<file path="src/rtl/guess_judge_pkg.sv">
// Shared types and constants for the number-guessing judge.
// Holds the FSM state encoding, hint codes and game sizing.
package guess_pkg;

  localparam int         NUM_W     = 4;
  localparam logic [1:0] LIFE_INIT = 2'd3;

  typedef enum logic [2:0] {
    ST_IDLE  = 3'd0,
    ST_ARMED = 3'd1,
    ST_CHECK = 3'd2,
    ST_WON   = 3'd3,
    ST_LOST  = 3'd4
  } state_t;

  typedef enum logic [1:0] {
    HINT_NONE = 2'b00,
    HINT_LOW  = 2'b01,
    HINT_HIGH = 2'b10
  } hint_t;

  // Direction hint for a wrong guess, unsigned compare.
  function automatic hint_t miss_hint(input logic [NUM_W-1:0] g, input logic [NUM_W-1:0] s);
    return (g < s) ? HINT_LOW : HINT_HIGH;
  endfunction

endpackage

</file>
<file path="src/rtl/guess_judge_if.sv">
// Player-side signal bundle of one guess judge.
// master drives the secret/guess controls, slave is the judge.
interface guess_judge_if;
  import guess_pkg::*;

  logic             load_secret;
  logic [NUM_W-1:0] secret_in;
  logic             play;
  logic [NUM_W-1:0] guess;
  logic             bingo;
  logic [1:0]       lifeOut;
  logic [1:0]       hint;
  logic             done;

  modport master (
    output load_secret, secret_in, play, guess,
    input  bingo, lifeOut, hint, done
  );

  modport slave (
    input  load_secret, secret_in, play, guess,
    output bingo, lifeOut, hint, done
  );

endinterface

</file>
<file path="src/rtl/guess_judge_lfsr4.sv">
// Free-running 4-bit maximal-length LFSR, x^4+x^3+1, seeded 4'b1001.
// Period 15, never reaches zero.
module lfsr4 (
  input  logic       clk,
  input  logic       reset,
  output logic [3:0] q
);

  always_ff @(posedge clk) begin
    if (reset) q <= 4'b1001;
    else       q <= {q[2:0], q[3] ^ q[2]};
  end

endmodule

</file>
<file path="src/rtl/guess_judge.sv">
// One player's judge: latches a secret, grades edge-triggered guesses, 3 lives.
// SECRET_LFSR_EN: take the secret from an internal LFSR instead of secret_in.
module guess_judge
  import guess_pkg::*;
(
  input  logic clk,
  input  logic reset,
  guess_judge_if.slave gif
);

  state_t           state, state_nx;
  logic             play_d;
  logic [NUM_W-1:0] secret, secret_nx;
  logic [NUM_W-1:0] guess_q, guess_q_nx;
  logic [NUM_W-1:0] load_val;
  logic             bingo_nx, done_nx;
  logic [1:0]       life_nx, hint_nx;
  logic             play_evt;

`ifdef SECRET_LFSR_EN
  logic [NUM_W-1:0] lfsr_q;
  logic             unused_secret_in;

  lfsr4 u_lfsr (
    .clk   (clk),
    .reset (reset),
    .q     (lfsr_q)
  );

  assign load_val         = lfsr_q;
  assign unused_secret_in = ^gif.secret_in;
`else
  assign load_val = gif.secret_in;
`endif

  // Only a rising edge of play is a guess; holding play does nothing more.
  assign play_evt = gif.play & ~play_d;

  always_comb begin
    state_nx   = state;
    secret_nx  = secret;
    guess_q_nx = guess_q;
    bingo_nx   = gif.bingo;
    life_nx    = gif.lifeOut;
    hint_nx    = gif.hint;
    done_nx    = gif.done;
    case (state)
      ST_IDLE: begin
        if (gif.load_secret) begin
          secret_nx = load_val;
          state_nx  = ST_ARMED;
        end
      end
      ST_ARMED: begin
        if (play_evt) begin
          guess_q_nx = gif.guess;
          state_nx   = ST_CHECK;
        end
      end
      ST_CHECK: begin
        if (guess_q == secret) begin
          bingo_nx = 1'b1;
          hint_nx  = HINT_NONE;
          done_nx  = 1'b1;
          state_nx = ST_WON;
        end else begin
          hint_nx = miss_hint(guess_q, secret);
          life_nx = (gif.lifeOut == 2'd0) ? 2'd0 : gif.lifeOut - 2'd1;
          if (gif.lifeOut <= 2'd1) begin
            done_nx  = 1'b1;
            state_nx = ST_LOST;
          end else begin
            state_nx = ST_ARMED;
          end
        end
      end
      default: ; // WON / LOST hold everything until reset
    endcase
  end

  always_ff @(posedge clk) begin
    if (reset) begin
      state       <= ST_IDLE;
      play_d      <= 1'b0;
      secret      <= '0;
      guess_q     <= '0;
      gif.bingo   <= 1'b0;
      gif.lifeOut <= LIFE_INIT;
      gif.hint    <= HINT_NONE;
      gif.done    <= 1'b0;
    end else begin
      state       <= state_nx;
      play_d      <= gif.play;
      secret      <= secret_nx;
      guess_q     <= guess_q_nx;
      gif.bingo   <= bingo_nx;
      gif.lifeOut <= life_nx;
      gif.hint    <= hint_nx;
      gif.done    <= done_nx;
    end
  end

endmodule
</file>
<file path="src/flat_wrapper.sv">
// flat-port wrapper written by rule: the top's interface ports become plain ports
module guess_judge_flat import guess_pkg::*;
  (clk, reset, gif_load_secret, gif_secret_in, gif_play, gif_guess, gif_bingo, gif_lifeOut, gif_hint, gif_done);
  guess_judge_if gif_i ();
  input  logic clk;
  input  logic reset;
  input wire logic [$bits(gif_i.load_secret)-1:0] gif_load_secret;
  input wire logic [$bits(gif_i.secret_in)-1:0] gif_secret_in;
  input wire logic [$bits(gif_i.play)-1:0] gif_play;
  input wire logic [$bits(gif_i.guess)-1:0] gif_guess;
  output wire logic [$bits(gif_i.bingo)-1:0] gif_bingo;
  output wire logic [$bits(gif_i.lifeOut)-1:0] gif_lifeOut;
  output wire logic [$bits(gif_i.hint)-1:0] gif_hint;
  output wire logic [$bits(gif_i.done)-1:0] gif_done;
  assign gif_i.load_secret = gif_load_secret;
  assign gif_i.secret_in = gif_secret_in;
  assign gif_i.play = gif_play;
  assign gif_i.guess = gif_guess;
  assign gif_bingo = gif_i.bingo;
  assign gif_lifeOut = gif_i.lifeOut;
  assign gif_hint = gif_i.hint;
  assign gif_done = gif_i.done;
  guess_judge u_core (.clk(clk), .reset(reset), .gif(gif_i));
endmodule
</file>
<file path="config.mk">
export PLATFORM = sky130hd
export DESIGN_NAME = guess_judge_flat
export DESIGN_NICKNAME = d
export VERILOG_FILES = /design/src/rtl/guess_judge_pkg.sv /design/src/rtl/guess_judge_if.sv /design/src/rtl/guess_judge_lfsr4.sv /design/src/rtl/guess_judge.sv /design/src/flat_wrapper.sv
export SDC_FILE = /design/constraint.sdc
export NUM_CORES = 1
export LEC_CHECK = 0
export ABC_AREA = 1
export BUFFER_PORTS_ARGS = -buffer_cell sky130_fd_sc_hd__buf_2
export CAP_MARGIN = 20
export CORE_UTILIZATION = 51
export DETAILED_ROUTE_END_ITERATION = 8
export HOLD_SLACK_MARGIN = 0.1
export PLACE_DENSITY = 0.75
export SYNTH_ARGS = -nofsm -noshare
export SYNTH_HDL_FRONTEND = slang
export SYNTH_SLANG_ARGS = --single-unit
</file>
<file path="constraint.sdc">
create_clock -name clk -period 2.04 [get_ports clk]
set_clock_uncertainty 0.2 [all_clocks]
set_input_delay 0.204 -clock clk [delete_from_list [all_inputs] [get_ports clk]]
set_output_delay 0.204 -clock clk [all_outputs]
set_load 0.01 [all_outputs]
</file>
* Word-level counts from Yosys, hierarchy flattened
Cells that the tools add are included.
** Operators by class
- Muxes and demuxes :: 10
- Bitwise gates (word level) :: 3
- $lt $le $gt $ge :: 2
- Equal/unequal tests :: 5
- Reduce and logical (&&, ||, !) cells :: 10
- $add $sub $neg :: 1
** Operators by type and width (number)
- $mux W3 :: 4
- $reduce_and A2 Y1 :: 5
- $pmux W3 S3 :: 1
- $mux W2 :: 3
- $eq A4 B4 Y1 :: 1
- $lt A4 B4 Y1 :: 1
- $eq A3 B1 Y1 const B :: 1
- $eq A3 B2 Y1 const B :: 1
- $logic_not A3 Y1 :: 1
- $reduce_and A3 Y1 :: 1
- $reduce_bool A3 Y1 :: 1
- $le A2 B1 Y1 const B :: 1
- $logic_not A2 Y1 :: 1
- $mux W1 :: 2
- $ne A2 B1 Y1 const B :: 1
- $ne A2 B2 Y1 const B :: 1
- $not A1 Y1 :: 2
- $reduce_bool A2 Y1 :: 1
- $sub A2 B1 Y2 const B :: 1
- $and A1 B1 Y1 :: 1
** Storage, ports and cells
- Register bits :: 18
- Output and inout port bits :: 6
- Word-level logic and storage cells :: 39
- Input port bits :: 12

* Depth between registers and ports, before layout
Gate-level depths: netlist of run 1.
- Depth after elaboration :: 4
- Depth in mapped cells :: 9

* Worst setup path after synthesis of run 1
Ideal clock, no wire load.
- Kind :: register to register
- Start point :: reg u_core.secret[3]
- End point :: reg u_core.state[1]
- Setup slack :: 619 ps
- Data required time :: 1774 ps
- Clock period less this slack :: 1421 ps
- Arrival :: 1155 ps
- Stages on the path, launching flop included :: 9
- Path through :: dfxtp_1 > inv_1 > ha_1 > nand2_1 > nor2_2 > nand2_1 > nand2_1 > nand2_1 > a21oi_2
** On the way
- Word-level cells in the longest chain between the ends :: 3
** Ends and longest elaborated chain
- start: declaration :: line guess_judge.sv:13 : logic [NUM_W-1:0] secret, secret_nx;
- start signal: assignment :: line guess_judge.sv:94 : secret <= secret_nx;
- $eq A4 B4 Y1 :: line guess_judge.sv:61 : if (guess_q == secret) begin
- $mux W3 :: line guess_judge.sv:61
- $pmux W3 S3 :: line guess_judge.sv:47 : case (state)
- end signal: assignment :: line guess_judge.sv:92 : state <= state_nx;
- end: declaration :: line guess_judge.sv:11 : state_t state, state_nx;
Every way passes these cells.
A chain may end at the register's enable or synchronous reset.

* Worst setup path in the final report of run 1
Same ends and word-level chain as after synthesis.

==> out/metrics.cfg, run 1 <==
[status]
run_status=finished, final reports clean

[critical_path]
data_arrival_time_of_the_critical_path_ns=1.60
cp-start-kind=flop
critPathMaxFanout=3
worst_setup_end_kind=flop
path_class=reg -> reg
critical_path_data_required_time_ns=2.07

[logic_synthesis]
synth_top_area_share_pct=43.2
synth.net_count=128
synthesis.yosys.warnings=0
postSynthRegisterBits=18
post_synth_instance_area_um2=835
postSynthCellCount=112
synth-simple-area-share_pct=26.8
syn_area_per_cell_um2=7.45
yosys-top-cells-area=sky130_fd_sc_hd__dfxtp_1 (43%), sky130_fd_sc_hd__inv_1 (8.1%), sky130_fd_sc_hd__nand2_1 (7.6%)
synth_top_cell_by_area=sky130_fd_sc_hd__dfxtp_1
synth_adder_area_share_pct=6.00
synth_cell_types=17
synth_top_family_by_area=simple AND/OR/NAND/NOR gates
synth_xor_area_share_pct=0
seq_area_frac_synth_pct=43.2
synth_compound_gate_area_share_pct=14.2
synth.mux.area_fraction_pct=0

[clock_tree]
clock_latency_ns=0.29
root_buffer=sky130_fd_sc_hd__clkbuf_4
cts_post_setup_buffers_inserted=0
ctsLongestPathBuffers=2
post_cts.resized_instances=0
tritoncts=done
cts_num_sinks=18
cts_hold_buffers=11
cts.clk_slew.worst_paths_ns=0.10
cts_h_tree_depth=1
number_of_clock_buffers_inserted_by_tritoncts=3

[layout]
num-fill-cells=138
drive_gt1_share_pct=23.2
finish.net_count=159
antenna_cells=0
synthToLayoutAreaGrowth_pct=28.9

[die]
die_w_um=42.5
floorplan.io_pins=18
die-area_mm2=0.00180
effective_utilization_at_floorplan_pct=54.8
die_height_um=42.5
num_rows=14
core_region_area_mm2=0.00152

[sta]
period_share_pct=76.6
tns_ns=0
period_needed_ns=1.56
slew_viol_final=0
timing_worst_slew_pin_value_ns=0.304
fmax_mhz=640
final_hold_violating_endpoints=0
timing.slew.headroom_pct=79.5
setup-violations-final=0
rsz0062_at_grt=no

[placement]
hpwl_um=1180
finalWeightedCongestion=0.773
port_buffer_count=17

[drt]
detailroute.wirelength.met3_um=42
routed_len_inst_um=10.3
vias_per_instance=4.99
route.antenna.remaining_nets=0
firstDrtPassIters=4
route.final.wire_length_um=1630
drc=0
m1WireLength_um=760
top_layer=met4
met2_wirelength_um=796
total_via_count_after_detailed_routing=788
drt_first_iter_violations=14

[flow_run]
max_cap_viol_count=0

[global_route]
grt_start_max_net_pins=12
grt_usage_pct=21.7
number_of_global_route_vias_before_repair=760
initial_antenna_violation_count=0
grt_overflow=0
grt_pass1_wl_um=2960

[pwr]
worst_ir_drop_vdd_uv=509
power.total_uw=820
cellLeakagePower_nw=0.507
power.density_cell_area_mw_per_mm2=762

[min_path]
hold_path_class=in -> reg

==> power breakdown <==
| part | total (mW) | internal [mW] | switching [mW] |
|---|---|---|---|
| sequential | 0.399 | 0.381 | 0.0185 |
| clock | 0.218 | 0.109 | 0.110 |
| combinational | 0.202 | 0.0838 | 0.118 |
==> flip-flops by register name, indices dropped and copies added, names as in the netlist <==
signal / count
u_core.guess_q: 4
u_core.gif.bingo: 1
u_core.gif.done: 1
u_core.play_d: 1
u_core.state: 3
u_core.gif.hint: 2
u_core.secret: 4
u_core.gif.lifeOut: 2
==> worst paths after layout <==
check	start	to	slack, ns	cells after the start
setup / recovery	u_core.secret[3]	u_core.state[1]	0.48	8
hold / removal	gif_load_secret	u_core.secret[0]	0.16	3
setup reg to reg	u_core.secret[3]	u_core.state[1]	0.48	8
hold reg to reg	u_core.secret[0]	u_core.secret[0]	0.26	2
==> layout make-up <==
type,count,area [µm²],share of cell area (%)
clock buffer,4,36.3,3.37
inverter,19,71.3,6.63
multi-input combinational,73,393,36.5
sequential,18,360,33.5
tap,16,20.0,1.86
timing repair buffer,28,195,18.1
==> cells in the mapped netlist <==
master	n
sky130_fd_sc_hd__dfxtp_1	18
sky130_fd_sc_hd__inv_1	18
sky130_fd_sc_hd__nand2_1	17
sky130_fd_sc_hd__nor2_1	16
sky130_fd_sc_hd__o21ai_0	10
sky130_fd_sc_hd__a21oi_1	9
sky130_fd_sc_hd__nand3_1	5
sky130_fd_sc_hd__ha_1	4
sky130_fd_sc_hd__nand2_2	3
sky130_fd_sc_hd__nor2_4	3
sky130_fd_sc_hd__buf_2	2
sky130_fd_sc_hd__nor2_2	2
sky130_fd_sc_hd__a21oi_2	1
sky130_fd_sc_hd__a31oi_1	1
sky130_fd_sc_hd__inv_2	1
sky130_fd_sc_hd__nand3_2	1
sky130_fd_sc_hd__o21ai_2	1
==> cell usage in the layout, fill, tap and decap left out <==
master / n
sky130_fd_sc_hd__a21oi_1: 9
sky130_fd_sc_hd__a21oi_2: 1
sky130_fd_sc_hd__a31oi_1: 1
sky130_fd_sc_hd__buf_2: 17
sky130_fd_sc_hd__clkbuf_4: 3
sky130_fd_sc_hd__clkbuf_8: 1
sky130_fd_sc_hd__dfxtp_1: 18
sky130_fd_sc_hd__dlygate4sd3_1: 11
sky130_fd_sc_hd__ha_1: 4
sky130_fd_sc_hd__inv_1: 18
sky130_fd_sc_hd__inv_2: 1
sky130_fd_sc_hd__nand2_1: 17
sky130_fd_sc_hd__nand2_2: 3
sky130_fd_sc_hd__nand3_1: 5
sky130_fd_sc_hd__nand3_2: 1
sky130_fd_sc_hd__nor2_1: 16
sky130_fd_sc_hd__nor2_2: 2
sky130_fd_sc_hd__nor2_4: 3
sky130_fd_sc_hd__o21ai_0: 10
sky130_fd_sc_hd__o21ai_2: 1
==> critical path, cell delays in order (launching register included) <==
cell                      delay, ns
sky130_fd_sc_hd__dfxtp_1       0.33
sky130_fd_sc_hd__inv_1         0.05
sky130_fd_sc_hd__ha_1          0.29
sky130_fd_sc_hd__nand2_1       0.08
sky130_fd_sc_hd__nor2_2        0.21
sky130_fd_sc_hd__nand2_1       0.12
sky130_fd_sc_hd__nand2_1       0.07
sky130_fd_sc_hd__nand2_1       0.06
sky130_fd_sc_hd__a21oi_2       0.10
==> routing by layer <==
| metal | vias to the layer above | GRT usage (%) |
|---|---|---|
| met4 | 0 | 12.5 |
| met2 | 14 | 39.1 |
| met3 | 5 | 3.02 |
| met1 | 360 | 23.8 |
| met5 | - | 0 |
| li1 | 409 | - |
==> cell families (layout without fill, tap and decap cells) <==
| group | after synthesis | in the layout |
|---|---|---|
| AO/OA/AOI/OAI | 22 | 22 |
| adder cells (fa/ha/maj) | 4 | 4 |
| buffers and inverters | 21 | 51 |
| flip-flops | 18 | 18 |
| AND/OR/NAND/NOR | 47 | 47 |
==> metrics by stage <==
step | hold slack [ns] | setup slack (ns) | util, % | instance area (µm²) | cells
after floorplan | 0.129 | 0.619 | - | 835 | 112
after global placement | 0.221 | 0.574 | 61.0 | 930 | 143
after detailed placement | 0.241 | 0.507 | 61.0 | 930 | 143
after CTS | 0.154 | 0.470 | 70.6 | 1080 | 158
after global routing | 0.208 | 0.363 | 70.6 | 1080 | 158
final | 0.162 | 0.477 | 70.6 | 1080 | 158
Note: power is estimated with default switching activity, not from simulation.
==> run 2: changes to the inputs <==
CORE_UTILIZATION = 46   (was 51)
PLACE_DENSITY = 0.72   (was 0.75)
clock period = 1.3 ns   (was 2.04 ns; I/O delays follow)
==> run 2 against run 1 <==
  * The run now ends with setup timing left
  * Sequential share of layout area down 4.1 points
  * Clock power up 63%
  * Critical path depth unchanged
  * Global-route usage down 1.2 points
  * Non-clock buffer count up 4
  * Cell count up 8.2%
==> out/metrics.cfg, run 2 (synthesis results as in run 1) <==
[sta]
final_hold_violating_endpoints=0
timing.slew.headroom_pct=81.9
fmax_mhz=680
rsz0062_at_grt=yes
finalHoldWorstSlack_ns=0.268
setup-violations-final=10
timing_worst_slew_pin_value_ns=0.269
tns_ns=-0.930
setup_slack_ns=-0.170
slew_viol_final=0
period_share_pct=113
period_needed_ns=1.47

[pwr]
cellLeakagePower_nw=0.541
netSwitchingFraction_pct=33.3
power.density_cell_area_mw_per_mm2=1140
net_sw_power_uw=482
share_comb_of_total_power_pct=31.0
power_report.internal_total_uw=967
share_seq_of_total_power_pct=44.4
clock_power_share_pct=24.6
worst_ir_drop_vdd_uv=659

[die]
num_rows=15
core_region_area_mm2=0.00171
die_w_um=44.6
floorplan.io_pins=18
die-area_mm2=0.00199
die_height_um=44.6
effective_utilization_at_floorplan_pct=48.9

[critical_path]
critical_path_data_required_time_ns=1.35
regToRegEndpoint=u_core.state[1]
data_arrival_time_of_the_critical_path_ns=1.52
path_class=reg -> reg
critPathMaxFanout=3
r2r_cells=8
worst_setup_end_kind=flop
cp-start-kind=flop
setup.reg_to_reg.worst_slack_ns=-0.17
reg2reg_from=u_core.secret[2]

[min_path]
timing.hold.worst_path_depth=2
hold_start=u_core.gif.bingo
hold_path_class=reg -> reg
whs_endpoint=u_core.gif.bingo

[global_route]
grt_usage_pct=20.5
grt_start_max_net_pins=12
number_of_global_route_vias_before_repair=663
grt_pass1_wl_um=2810
grt_overflow=0
initial_antenna_violation_count=0

[placement]
place.detailed.instances=156
place_ws_ns=-0.139
finalWeightedCongestion=0.793
hpwl_um=1230
port_buffer_count=17

[clock_tree]
tritoncts=done
root_buffer=sky130_fd_sc_hd__clkbuf_4
cts.clk_slew.worst_paths_ns=0.11
number_of_clock_buffers_inserted_by_tritoncts=3
ctsLongestPathBuffers=2
clock_latency_ns=0.31
cts_num_sinks=18
cts_h_tree_depth=1
cts_post_setup_buffers_inserted=0

[layout]
drive_gt1_share_pct=45.2
finish.utilization_pct=74.6
layout.cells.most_common=sky130_fd_sc_hd__buf_2
final_cell_count_no_fill=171
finish.net_count=163
synthToLayoutAreaGrowth_pct=52.6
layout_common_cells=sky130_fd_sc_hd__buf_2 (17), sky130_fd_sc_hd__nand2_1 (13), sky130_fd_sc_hd__nor2_1 (13)
antenna_cells=0
reg.largest.list=u_core.guess_q: 4 flops, u_core.secret: 4 flops, u_core.state: 3 flops

[drt]
route.antenna.remaining_nets=0
route.final.wire_length_um=1990
routed_len_inst_um=11.7
vias_per_instance=4.72
total_via_count_after_detailed_routing=807
drc=0
drt_first_iter_violations=16
firstDrtPassIters=4

[status]
run_status=finished, violations left
violations=setup timing

[flow_run]
max_cap_viol_count=0

-- run 2: cell count changes in the layout (fill, tap and decap cells not counted), sizes merged --
cell      change
buf           +4
clkinvlp      +1
inv           -1
-- run 2: power groups by stage --
stage               Clock, mW  Sequential (mW)  Combinational, mW
finish                  0.356            0.644              0.449
global route            0.397            0.649              0.495
CTS                     0.364            0.631              0.374
detailed placement          0            0.643              0.339
global placement            0            0.643              0.329
floorplan                   0            0.641              0.260
-- run 2: layer usage --
| metal | GRT usage (%) | vias up | share of wire (%) |
|---|---|---|---|
| met5 | 0 | - | 0 |
| met4 | 12.7 | 0 | 2.6 |
| met3 | 4.90 | 5 | 3.2 |
| met2 | 32.6 | 15 | 53 |
| met1 | 24.7 | 367 | 41 |
| li1 | - | 420 | - |
-- run 2: layout make-up --
| cell class | count | area, µm² |
|---|---|---|
| tap | 25 | 31.3 |
| inverter | 19 | 75.1 |
| multi-input combinational | 73 | 519 |
| clock buffer | 4 | 36.3 |
| fill | 134 | 434 |
| timing repair buffer | 32 | 238 |
| sequential | 18 | 374 |
-- run 2: worst max-delay path by stage --
stage / slack (ns) / depth (start not counted) / to / start
finish: -0.17 / 8 / u_core.state[1] / u_core.secret[2]
detailed placement: -0.14 / 8 / u_core.state[0] / u_core.secret[2]
floorplan: -0.04 / 8 / u_core.gif.lifeOut[1] / u_core.guess_q[0]
global route: -0.25 / 8 / u_core.state[1] / u_core.secret[3]
CTS: -0.13 / 8 / u_core.gif.lifeOut[1] / u_core.secret[2]
global placement: -0.1 / 8 / u_core.state[1] / u_core.secret[1]
-- run 2: critical path: stages, from the launching register on --
cell	delay, ns
sky130_fd_sc_hd__dfxtp_2	0.34
sky130_fd_sc_hd__inv_2	0.05
sky130_fd_sc_hd__ha_4	0.26
sky130_fd_sc_hd__nand2_4	0.05
sky130_fd_sc_hd__nor2_4	0.18
sky130_fd_sc_hd__nand2_2	0.10
sky130_fd_sc_hd__nand2_1	0.06
sky130_fd_sc_hd__nand2_1	0.06
sky130_fd_sc_hd__a21oi_2	0.10
-- run 2: stage by stage --
step | instance area [µm²] | power (mW)
6_report | 1270 | 1.45
4_1_cts | 1180 | 1.37
3_5_place_dp | 1020 | 0.982
3_3_place_gp | 1020 | 0.972
5_1_grt | 1270 | 1.54
2_1_floorplan | 872 | 0.901
-- run 2: what timing repair did --
item | CTS | global route
hold buffers | 11 | 0
pin swaps | 3 | 8
gates resized for setup | 3 | 28
endpoints found under the setup margin | 17 | 17
endpoints found under the hold margin | 18 | 0
==> run 3: changes to the inputs <==
CORE_UTILIZATION = 47   (was 46)
PLACE_DENSITY = 0.73   (was 0.72)
SYNTH_HIERARCHICAL = 1   (was unset)
==> run 3 against run 2 <==
  * The flow still finishes with violations (setup timing)
  * Sequential power increased by 32%
  * Register-to-register slack improved by 0.05 ns
  * Largest power group is now combinational cells
  * Global-route usage grew 0.86 points
  * Area after synthesis grew 4.0%
  * Cell count unchanged
  * Non-clock buffer count decreased by 2
  * Die area up 1.7%
  * Critical endpoint is now u_core/state[0]
  * Flip-flop and latch count unchanged
==> out/metrics.cfg, run 3 <==
[sta]
setup_slack_ns=-0.123
period_share_pct=109
finalHoldWorstSlack_ns=0.191
slew_viol_final=0
period_needed_ns=1.42
rsz0062_at_grt=yes
timing_worst_slew_pin_value_ns=0.259
setup-violations-final=9
tns_ns=-0.675
timing.slew.headroom_pct=82.7
fmax_mhz=703
final_hold_violating_endpoints=0

[critical_path]
cp-start-kind=flop
data_arrival_time_of_the_critical_path_ns=1.45
path_class=reg -> reg
crit_top_cell=sky130_fd_sc_hd__nor2_1
r2r_cells=8
cp_slowest_stage_delay_ns=0.34
worst_setup_end_kind=flop
crit_family=simple AND/OR/NAND/NOR gates
slowest_stage=sky130_fd_sc_hd__dfxtp_2
ordered_list_of_cells_on_the_worst_path=inv_2, ha_4, nand2_4, nor2_4, nor2_4, nor2_1, nor2_1, nor2_1
critical_path_data_required_time_ns=1.33
crit_cells=8
cp.buffers_inverters=1
critPathMaxFanout=3

[layout]
num-fill-cells=134
final_cell_count_no_fill=171
drive_gt1_share_pct=45.2
final_cell_area_mm2=0.00127
reg.largest.list=u_core/guess_q: 4 flops, u_core/secret: 4 flops, u_core/state: 3 flops
antenna_cells=0
finish.net_count=163
layout.cells.most_common=sky130_fd_sc_hd__buf_2
finish.utilization_pct=73.7
layout_common_cells=sky130_fd_sc_hd__buf_2 (17), sky130_fd_sc_hd__nand2_1 (13), sky130_fd_sc_hd__nor2_1 (13)
synthToLayoutAreaGrowth_pct=46.5

[pwr]
power.density_cell_area_mw_per_mm2=1830
power.total_mw=2.33
share_seq_of_total_power_pct=36.5
clock_power_share_pct=14.6
power_report.internal_total_mw=1.35
share_comb_of_total_power_pct=48.9
worst_ir_drop_vdd_uv=1140
cellLeakagePower_nw=0.569
net_sw_power_uw=979
netSwitchingFraction_pct=42.0

[global_route]
grt_pass1_wl_um=3050
grt_overflow=0
initial_antenna_violation_count=0
grt_start_max_net_pins=13
number_of_global_route_vias_before_repair=776
grt_usage_pct=21.4

[logic_synthesis]
synth_top_cell_by_area=sky130_fd_sc_hd__dfxtp_1
postSynthRegisterBits=18
synth.net_count=129
synth_cell_types=21
synth.cells.most_frequent=sky130_fd_sc_hd__dfxtp_1 (18), sky130_fd_sc_hd__inv_1 (18), sky130_fd_sc_hd__nor2_1 (18), sky130_fd_sc_hd__nand2_1 (16)
post_synth_instance_area_um2=868
synthesis.yosys.warnings=6
synthArstFlopShare_pct=0
seq_area_frac_synth_pct=41.5
number_of_flops_mapped_to_enable_cells_by_yosys=0
yosys_most_used_dff=sky130_fd_sc_hd__dfxtp_1
postSynthCellCount=113
yosys-top-cells-area=sky130_fd_sc_hd__dfxtp_1 (41%), sky130_fd_sc_hd__inv_1 (7.8%), sky130_fd_sc_hd__nor2_1 (7.8%)
synth_top_area_share_pct=41.5
syn_area_per_cell_um2=7.68

[drt]
firstDrtPassIters=4
drt_first_iter_violations=18
vias_per_instance=4.72
routed_len_inst_um=10.9
total_via_count_after_detailed_routing=807
route.final.wire_length_um=1860
drc=0
route.antenna.remaining_nets=0

[placement]
place_ws_ns=-0.159
port_buffer_count=17
place.detailed.instances=155
dpl-instance-area_mm2=0.00102
hpwl_um=1290
finalWeightedCongestion=0.816

[die]
die_w_um=45.0
floorplan.io_pins=18
effective_utilization_at_floorplan_pct=50.3
core_region_area_mm2=0.00173
num_rows=15
die_height_um=45.0
die-area_mm2=0.00202

[clock_tree]
tritoncts=done
cts.clk_slew.worst_paths_ns=0.11
number_of_clock_buffers_inserted_by_tritoncts=3
cts_h_tree_depth=1
cts_num_sinks=18
ctsLongestPathBuffers=2
root_buffer=sky130_fd_sc_hd__clkbuf_4
clock_latency_ns=0.29

[min_path]
hold_path_class=in -> reg
timing.hold.worst_path_depth=5

[status]
violations=setup timing
run_status=finished, violations left

[flow_run]
max_cap_viol_count=0

==> run 3: cell types whose count changed in the layout (fill, tap and decap cells not counted), sizes merged, moves of 2 or more <==
cell and change:
inv +2, nor2 +2, nand2 -2, o21ai -2
buf -2
==> run 3: cell families (layout without fill, tap and decap cells) <==
| kind of cell | after synthesis | after routing | share of synthesized area (%) |
|---|---|---|---|
| flip-flops | 18 | 18 | 41.5 |
| AND/OR/NAND/NOR | 48 | 48 | 29.4 |
| buffers and inverters | 22 | 55 | 9.65 |
| AO/OA/AOI/OAI | 21 | 21 | 13.7 |
| adder cells (fa/ha/maj) | 4 | 4 | 5.76 |
==> run 3: per-layer routing <==
metal  up-vias  part of all wire (%)  track usage, %
li1        421                     -               -
met1       370                    46            26.1
met2        14                    50            35.9
met3         2                   3.2            3.60
met4         0                  0.80            10.9
met5         -                     0               0
==> run 3: timing repair <==
action / 4_1_cts / 5_1_grt
endpoints found under the hold margin: 18 / 0
endpoints found under the setup margin: 13 / 16
hold buffers: 11 / 0
pin swaps: 6 / 11
buffers inserted: 0 / 1
gates resized for setup: 8 / 25
==> run 3: area by class of cell <==
cell class / count / area, µm² / share of cell area [%]
multi-input cells: 73 / 532 / 41.8
flip-flops and latches: 18 / 373 / 29.3
repair buffers: 30 / 210 / 16.5
inverters: 21 / 90.1 / 7.08
clock buffers: 4 / 36.3 / 2.85
well taps: 25 / 31.3 / 2.46
==> run 3: worst paths after layout <==
| path | start | end | slack, ns |
|---|---|---|---|
| worst max register to register | u_core/secret[2] | u_core/state[0] | -0.12 |
| worst min register to register | u_core/gif.done | u_core/gif.done | 0.27 |
| worst min-delay path | gif_play | u_core/guess_q[3] | 0.19 |
| worst max-delay path | u_core/secret[2] | u_core/state[0] | -0.12 |
==> run 3: worst register-to-register path, delay by kind of cell (launching register included) <==
family / cells / cell delay [ns]
adders and majority gates: 1 / 0.26
buffers and inverters: 1 / 0.04
DFF: 1 / 0.34
and+or+nand+nor: 6 / 0.53
==> run 3: power groups by stage <==
stage	Combinational, mW	Sequential (mW)	Clock (mW)
floorplan	0.758	0.823	0
global placement	0.934	0.814	0
detailed placement	0.967	0.819	0
CTS	1.02	0.829	0.348
global route	1.28	0.868	0.382
finish	1.14	0.850	0.340
